**config.mk**
```make
export PLATFORM = sky130hd
export DESIGN_NAME = s2p_rr_scheduler
export DESIGN_NICKNAME = d
export VERILOG_FILES = /design/src/rtl/s2p_rr_scheduler.sv
export SDC_FILE = /design/constraint.sdc
export NUM_CORES = 1
export LEC_CHECK = 0
export ABC_AREA = 1
export CORE_MARGIN = 2
export CORE_UTILIZATION = 25
export CTS_BUF_LIST = sky130_fd_sc_hd__clkbuf_4 sky130_fd_sc_hd__clkbuf_8 sky130_fd_sc_hd__clkbuf_16
export DETAILED_ROUTE_END_ITERATION = 7
export MAX_ROUTING_LAYER = met4
export PLACE_DENSITY = 0.57
export SKIP_CTS_REPAIR_TIMING = 1
export SYNTH_ARGS = -nofsm -noshare
export SYNTH_HDL_FRONTEND = slang
export SYNTH_SLANG_ARGS = --single-unit
```
**constraint.sdc**
```tcl
create_clock -name clk -period 1.8 [get_ports clk]
set_clock_uncertainty 0.1 [all_clocks]
set_input_delay 0.18 -clock clk [delete_from_list [all_inputs] [get_ports clk]]
set_output_delay 0.18 -clock clk [all_outputs]
set_load 0.005 [all_outputs]
```
**src/rtl/s2p_rr_scheduler.sv**
```systemverilog
// s2p_rr_scheduler: round-robin scheduler sharing one serial-to-parallel byte
// converter among NREQ serial requesters. Each granted transfer shifts 8 bits
// (LSB first) into the converter, waits for s2p_done and returns the byte
// tagged with the requester ID.
// Optional feature macro: S2P_SCHED_TIMEOUT_EN -- adds a TMO_CYC-cycle watchdog
// in WAIT and a sticky err flag; without it err is tied 0.
module s2p_rr_scheduler #(
    parameter int NREQ    = 4,
    parameter int IDW     = 2,
    parameter int TMO_CYC = 4
) (
    input  logic            clk,
    input  logic            rst_n,
    input  logic [NREQ-1:0] req,
    input  logic [NREQ-1:0] ser_d,
    output logic [NREQ-1:0] grant,
    output logic            s2p_start,
    output logic            s2p_d,
    input  logic            s2p_done,
    input  logic [7:0]      s2p_data,
    output logic            out_valid,
    output logic [7:0]      out_data,
    output logic [IDW-1:0]  out_id,
    output logic            busy,
    output logic            err
);

    // Reject configurations the arbiter index arithmetic cannot represent.
    if (NREQ < 2 || NREQ > 8 || (2 ** IDW) < NREQ || TMO_CYC < 1) begin : g_cfg_check
        $error("s2p_rr_scheduler: invalid NREQ/IDW/TMO_CYC combination");
    end

    typedef enum logic [1:0] {
        IDLE,
        SHIFT,
        WAIT
    } state_t;

    localparam int CW = IDW + 1;

    state_t         state;
    logic [IDW-1:0] idx;
    logic [2:0]     bit_cnt;
    logic [IDW-1:0] rr_ptr;

    logic           arb_hit;
    logic [IDW-1:0] arb_idx;
    logic [CW-1:0]  cand;

`ifdef S2P_SCHED_TIMEOUT_EN
    localparam int TW = $clog2(TMO_CYC + 1);
    logic [TW-1:0] tmo_cnt;
`endif

    // Serial bit to the converter: the granted requester's line, 0 when idle.
    assign s2p_d = |(grant & ser_d);

    // Round-robin search starting just after the last served requester.
    always_comb begin
        arb_hit = 1'b0;
        arb_idx = '0;
        cand    = '0;
        for (int unsigned i = 0; i < NREQ; i++) begin
            cand = {1'b0, rr_ptr} + CW'(i + 32'd1);
            if (cand >= CW'(NREQ)) begin
                cand = cand - CW'(NREQ);
            end
            if (!arb_hit && req[cand[IDW-1:0]]) begin
                arb_hit = 1'b1;
                arb_idx = cand[IDW-1:0];
            end
        end
    end

    // Transfer sequencer with registered grant/strobe/result outputs.
    always_ff @(posedge clk or negedge rst_n) begin
        if (!rst_n) begin
            state     <= IDLE;
            idx       <= '0;
            bit_cnt   <= '0;
            rr_ptr    <= IDW'(NREQ - 1);
            grant     <= '0;
            s2p_start <= 1'b0;
            out_valid <= 1'b0;
            out_data  <= '0;
            out_id    <= '0;
            busy      <= 1'b0;
`ifdef S2P_SCHED_TIMEOUT_EN
            err       <= 1'b0;
            tmo_cnt   <= '0;
`endif
        end else begin
            out_valid <= 1'b0;
            case (state)
                IDLE: begin
                    if (arb_hit) begin
                        idx       <= arb_idx;
                        grant     <= {{(NREQ-1){1'b0}}, 1'b1} << arb_idx;
                        s2p_start <= 1'b1;
                        bit_cnt   <= '0;
                        busy      <= 1'b1;
                        state     <= SHIFT;
                    end
                end
                SHIFT: begin
                    s2p_start <= 1'b0;
                    bit_cnt   <= bit_cnt + 3'd1;
                    if (bit_cnt == 3'd7) begin
                        grant <= '0;
                        state <= WAIT;
`ifdef S2P_SCHED_TIMEOUT_EN
                        tmo_cnt <= '0;
`endif
                    end
                end
                WAIT: begin
                    if (s2p_done) begin
                        out_data  <= s2p_data;
                        out_id    <= idx;
                        out_valid <= 1'b1;
                        rr_ptr    <= idx;
                        busy      <= 1'b0;
                        state     <= IDLE;
                    end
`ifdef S2P_SCHED_TIMEOUT_EN
                    else if (tmo_cnt == TW'(TMO_CYC - 1)) begin
                        // Abandon the byte but still rotate past this requester.
                        err    <= 1'b1;
                        rr_ptr <= idx;
                        busy   <= 1'b0;
                        state  <= IDLE;
                    end else begin
                        tmo_cnt <= tmo_cnt + TW'(1);
                    end
`endif
                end
                default: state <= IDLE;
            endcase
        end
    end

`ifndef S2P_SCHED_TIMEOUT_EN
    assign err = 1'b0;
`endif

endmodule

```
==> Word-level counts from Yosys, hierarchy flattened <==
Index checks and enable logic that the tools add are counted.
{ "totals": {"reg_bits": 26, "input_bits": 19, "out_inout_bits": 19} }
{ "op_classes": {"add_sub_neg": 9, "order_cmp": 8, "n_eq_ne": 6, "shift": 1, "n_mux": 35, "bitwise_logic": 1, "n_reduce_logical": 16} }
{ "op_table": {"columns": ["operator", "count"], "rows": [
  ["2-to-1 mux 2 bit", 11],
  ["greater-or-equal comparator 3 bit (second input constant)", 4],
  ["< comparator 2 x 3 -> 1 bit (second input constant)", 4],
  ["2-to-1 mux 1 bit", 12],
  ["AND reduction 3 bit", 3],
  ["binary-select mux 1 bit (select 2 bit)", 4],
  ["2-to-1 mux 4 bit", 2],
  ["one-hot mux 4 bit (2 select lines)", 1],
  ["subtractor 2 x 1 -> 2 bit (second input constant)", 4],
  ["adder 2 x 2 -> 3 bit (second input constant)", 2],
  ["!= test 2 bit (second input constant)", 3],
  ["one-hot mux 2 bit (3 select lines)", 1],
  ["one-hot mux 3 bit (2 select lines)", 1],
  ["AND reduction 2 bit", 3],
  ["bitwise AND 4 bit", 1],
  ["one-hot mux 1 bit (2 select lines)", 2],
  ["nonzero test 2 bit", 2],
  ["OR reduction 4 bit", 1],
  ["left shift 1 x 2 -> 4 bit (first input constant)", 1],
  ["adder 2 x 1 -> 3 bit (second input constant)", 1],
  ["adder 2 x 3 -> 3 bit (second input constant)", 1],
  ["adder 3 x 1 -> 3 bit (second input constant)", 1],
  ["equality test 3 bit (second input constant)", 1],
  ["logical AND 1 bit", 3],
  ["other kinds (5)", 7]
]} }

==> Depth between registers and ports, before layout <==
{ "logic_depth": {"depth_word": 18, "depth_mapped": 14, "mapped_depth_nobuf": 13} }

==> Worst setup path before layout <==
Ideal clock, no wire load.
{ "synth_timing": {"kind": "register to register", "startpoint": "register rr_ptr[0]", "endpoint": "register state[0]", "setup_time_ns": 0.126, "t_arrival_ns": 1.364, "path_slack_ns": 0.210, "path_stages_with_launch": 12, "cell_sequence": "dfstp_2 -> buf_6 -> inv_6 -> nand2_2 -> nand2_4 -> nand2_4 -> nand2_4 -> nor2_4 -> nand3_2 -> nand2_4 -> buf_8 -> o21ai_0"} }
{ "synth_between": {"elab_chain_cells": 17, "elab_cells_between_ends": 36, "classes_between": "8 x add/sub; 4 x order compare; 1 x eq/ne; 16 x mux; 7 x reduce/logical"} }
{ "synth_rtl": {"columns": ["item", "line", "text"], "rows": [
  ["from (decl)", "44", "logic [IDW-1:0] rr_ptr;"],
  ["from (signal assigned)", "81", "rr_ptr <= IDW'(NREQ - 1);"],
  ["from (signal assigned)", "121", "rr_ptr <= idx;"],
  ["adder 2 x 1 -> 3 bit", "64", "cand = {1'b0, rr_ptr} + CW'(i + 32'd1);"],
  ["greater-or-equal comparator 3 bit / subtractor 2 x 1 -> 2 bit (equally long branches)", "65, 66", null],
  ["2-to-1 mux 2 bit", "65", "if (cand >= CW'(NREQ)) begin"],
  ["binary-select mux 1 bit (select 2 bit)", "68", "if (!arb_hit && req[cand[IDW-1:0]]) begin"],
  ["2-to-1 mux 1 bit (not written as such)", "68", null],
  ["2-to-1 mux 1 bit", "68", null],
  ["logical NOT 1 bit", "68", null],
  ["logical AND 1 bit", "68", null],
  ["2-to-1 mux 1 bit", "68", null],
  ["logical NOT 1 bit", "68", null],
  ["logical AND 1 bit", "68", null],
  ["2-to-1 mux 1 bit", "68", null],
  ["logical NOT 1 bit", "68", null],
  ["logical AND 1 bit", "68", null],
  ["2-to-1 mux 1 bit (*)", "68", null],
  ["!= test 2 bit (no source line) (*)", null, null],
  ["AND reduction 3 bit (no source line) (*)", null, null],
  ["to (signal assigned)", "78", "state <= IDLE;"],
  ["to (signal assigned)", "102", "state <= SHIFT;"],
  ["to (signal assigned)", "110", "state <= WAIT;"],
  ["to (decl)", "41", "state_t state;"]
]} }
Mark *: on every way between the ends. The rest lies on a longest branch, timed or not. The select of a mux whose other input is x is not followed.
A chain may end at the register's enable or synchronous reset.

==> Worst setup path after layout <==
{ "layout_timing": {"startpoint": "register rr_ptr[0]", "endpoint": "register idx[0]"} }
{ "layout_between": {"elab_chain_cells": 16, "elab_cells_between_ends": 39, "classes_between": "8 x add/sub; 4 x order compare; 20 x mux; 7 x reduce/logical"} }
{ "layout_rtl": {"columns": ["item", "line", "text"], "rows": [
  ["adder 2 x 1 -> 3 bit", "64", null],
  ["greater-or-equal comparator 3 bit / subtractor 2 x 1 -> 2 bit (equally long branches)", "65, 66", null],
  ["2-to-1 mux 2 bit", "65", null],
  ["binary-select mux 1 bit (select 2 bit)", "68", null],
  ["2-to-1 mux 1 bit (not written as such)", "68", null],
  ["2-to-1 mux 1 bit", "68", null],
  ["logical NOT 1 bit", "68", null],
  ["logical AND 1 bit", "68", null],
  ["2-to-1 mux 1 bit", "68", null],
  ["logical NOT 1 bit", "68", null],
  ["logical AND 1 bit", "68", null],
  ["2-to-1 mux 1 bit", "68", null],
  ["logical NOT 1 bit", "68", null],
  ["logical AND 1 bit", "68", null],
  ["2-to-1 mux 1 bit", "68", null],
  ["AND reduction 2 bit (no source line)", null, null],
  ["to (signal assigned)", "97", "idx <= arb_idx;"],
  ["to (decl)", "42", "logic [IDW-1:0] idx;"]
]} }
Parallel ways exist; a longest one is shown, timed or not. The select of a mux whose other input is x is not followed.

==> summary.txt <==
Die
  • Die ar.: 6070 um^2
  • Core Area: 5200 um^2
  • Starting density of the core: 26.2%
  • Ports: 38
  • Site row count: 26
  • Die span in y: 77.9 um
  • Die Wd: 77.9 um

Worst hold path
  • Hold Crit Class: primary input to asynchronous set/reset pin

Clock tree
  • CTS tree: done
  • Clk root buf: clkbuf_8
  • CTS H-tree lvls: 1
  • Clock transition at path regs: 0.09 ns
  • Skew-Pair Late Insertion Delay: 0.26 ns
  • TritonCTS Sinks: 26
  • Max Root-Sink Buffers: 2
  • CTS Buf Count: 3

Pwr
  • Pwr/cell area: 1640 nW/um^2
  • VDD IR max: 0.000505 V
  • Pleak: 0.000950 uW

Synth
  • Synth cell types: 26
  • Cell taking the most area after synthesis: dfrtp_1
  • Post-Syn Area: 1370 um^2
  • Number of synthesized flops with an enable pin: 0
  • Top-count cell post-synth: nand2_1
  • Post-synth ARST share: 100%
  • Post-Synthesis Cells: 169
  • Ranking of synthesized cells by area: dfrtp_1 (44%), nand2_1 (20%), nand2_4 (4.9%)
  • Synth top area share: 44.0%
  • Main flop type after synthesis: dfrtp_1
  • Synthesized area per cell: 8.08 um^2
  • Post-synth top cells: nand2_1 (74), dfrtp_1 (24), inv_1 (12)
  • Number of warnings issued by yosys: 0
  • Sequential fraction of the synthesis area: 47.8%
  • Syn nets: 190
  • #FFs+latches synth: 26

Timing
  • Setup violations, final: 0
  • Post-route setup slack: 0.0436 ns
  • Tmin final: 1.76 ns
  • RSZ-0062 raised after global routing: yes
  • WHS: 0.168 ns
  • Final Hold Viols: 0
  • Final Max Slew Viols: 0
  • Part of the cycle the worst path needs: 97.6%
  • Maximum clock frequency: 569 MHz

Placement
  • DP Worst Slack: 0.0350 ns
  • Port bufs: 36
  • GP Congestion: 0.781
  • Hpwl dp: 1.97 mm
  • Placed Instances: 271

Layout
  • Final #Nets: 233
  • Share of cells above drive strength 1: 22.3%
  • Layout Cells excl Fill: 281
  • Fillers: 547
  • Inserted Diodes: 0
  • Area grow syn2layout: 41.3%
  • Final core utilization: 37.1%

Worst setup path
  • CP max-delay cell: dfstp_2
  • Crit-path cells: clkinv_4 -> nand2_4 -> nand3_1 -> nand2_2 -> inv_2 -> nor2_4 -> nand3_4 -> nand2_8 -> inv_2 -> nor2_1 -> nor2_1
  • Crit. End Element: register
  • Critical path buffers and inverters: 3
  • Critical path class: register to register
  • Worst-path maximum fanout: 7
  • WP depth: 11
  • Crit start category: register
  • CP required: 1.86 ns
  • Crit path arrival time: 1.82 ns
  • Top delay family on crit path: simple AND/OR/NAND/NOR gates
  • Largest stage delay, worst path: 0.61 ns
  • Reg2Reg Depth: 11

Global route
  • Largest net degree at the start of global routing: 27
  • Global-route wire length before repair: 4.55 mm
  • Total Routing Usage GR: 9.36%
  • Congestion Overflow GR: 0
  • Vias in the first global route: 996
  • Antenna violations before repair: 0

Drt
  • DR pass1 iterations: 4
  • Drc violations: 0
  • Vias: 1,139
  • Routed wire per std cell: 10.2 um
  • DRC marker count from the first detailed-route iteration: 39
  • Final ANT Viol Nets: 0
  • Vias per cell: 4.05
  • Drt total wl: 2.88 mm

Status
  • Status: complete, no violations

Job
  • Max Cap Violations: 0
==> sequential cells by signal, indices dropped and copies added (netlist names) <==
register   count
bit_cnt        3
busy           1
grant          4
idx            2
out_data       8
out_id         2
out_valid      1
rr_ptr         2
s2p_start      1
state          2
==> worst register-to-register path, stage by stage (launching register included) <==
cell      delay (ns)
dfstp_2         0.61
clkinv_4        0.12
nand2_4         0.07
nand3_1         0.07
nand2_2         0.10
inv_2           0.05
nor2_4          0.13
nand3_4         0.12
nand2_8         0.13
inv_2           0.04
nor2_1          0.08
nor2_1          0.04
==> layer usage <==
metal	global-route usage, %	routed length, um	share of wire, %	vias up
met4	2.63	12	0.42	0
met3	1.86	99	3.4	2
met2	13.2	1330	46	16
met1	13.6	1430	50	516
met5	-	0	0	-
li1	-	-	-	605
==> final cells by class <==
type / instances / area, um^2 / area share, %
well taps: 70 / 87.6 / 4.54
flip-flops and latches: 26 / 653 / 33.8
clock buffers: 4 / 55.1 / 2.85
inverters: 15 / 61.3 / 3.18
multi-input cells: 123 / 661 / 34.2
repair buffers: 43 / 413 / 21.4
==> logic make-up after synthesis <==
| kind of cell | after synthesis | synth area share [%] |
|---|---|---|
| buffers and inverters | 21 | 8.42 |
| AND/OR/NAND/NOR | 111 | 38.4 |
| flip-flops | 26 | 47.8 |
| adder cells (fa/ha/maj) | 2 | 1.83 |
| AO/OA/AOI/OAI | 8 | 3.30 |
| other | 1 | 0.274 |
==> power by group <==
group	switching [uW]	internal, uW	total [uW]
clock	177	195	372
sequential	178	834	1010
combinational	979	801	1780
==> cells in the final DEF, fill, tap and decap left out, types with 2 or more instances in the layout <==
cell type,Yosys,layout
buf_4,1,7
clkbuf_8,0,4
clkdlybuf4s50_1,0,36
dfrtp_1,24,24
dfstp_2,2,2
ha_1,2,2
inv_1,12,8
inv_2,2,6
nand2_1,74,70
nand2_2,7,11
nand2_4,6,6
nand3_1,9,9
nand4_1,3,3
nor2_1,7,4
nor2_4,1,3
o21ai_0,5,4
==> path summary, 6_finish.rpt <==
path | from | endpoint | slack [ns]
min in group clk | s2p_data[6] | out_data[6]$_DFFE_PN0P_ | 0.34
worst min-delay path | rst_n | bit_cnt[1]$_DFFE_PN0P_ | 0.17
max in group asynchronous | rst_n | rr_ptr[1]$_DFFE_PN1P_ | 1.14
worst max register to register | rr_ptr[0]$_DFFE_PN1P_ | idx[0]$_DFFE_PN0P_ | 0.04
worst min register to register | out_data[0]$_DFFE_PN0P_ | out_data[0]$_DFFE_PN0P_ | 0.38
worst max-delay path | rr_ptr[0]$_DFFE_PN1P_ | idx[0]$_DFFE_PN0P_ | 0.04
==> stage by stage <==
step | total power [uW] | area, um^2 | TNS, ns
after floorplan | 2050 | 1370 | 0
after global placement | 2500 | 1780 | 0
after detailed placement | 2500 | 1780 | 0
after CTS | 2890 | 1830 | 0
after global routing | 3450 | 1930 | -0.903
final | 3160 | 1930 | 0
Power figures use the tool's default switching activity.
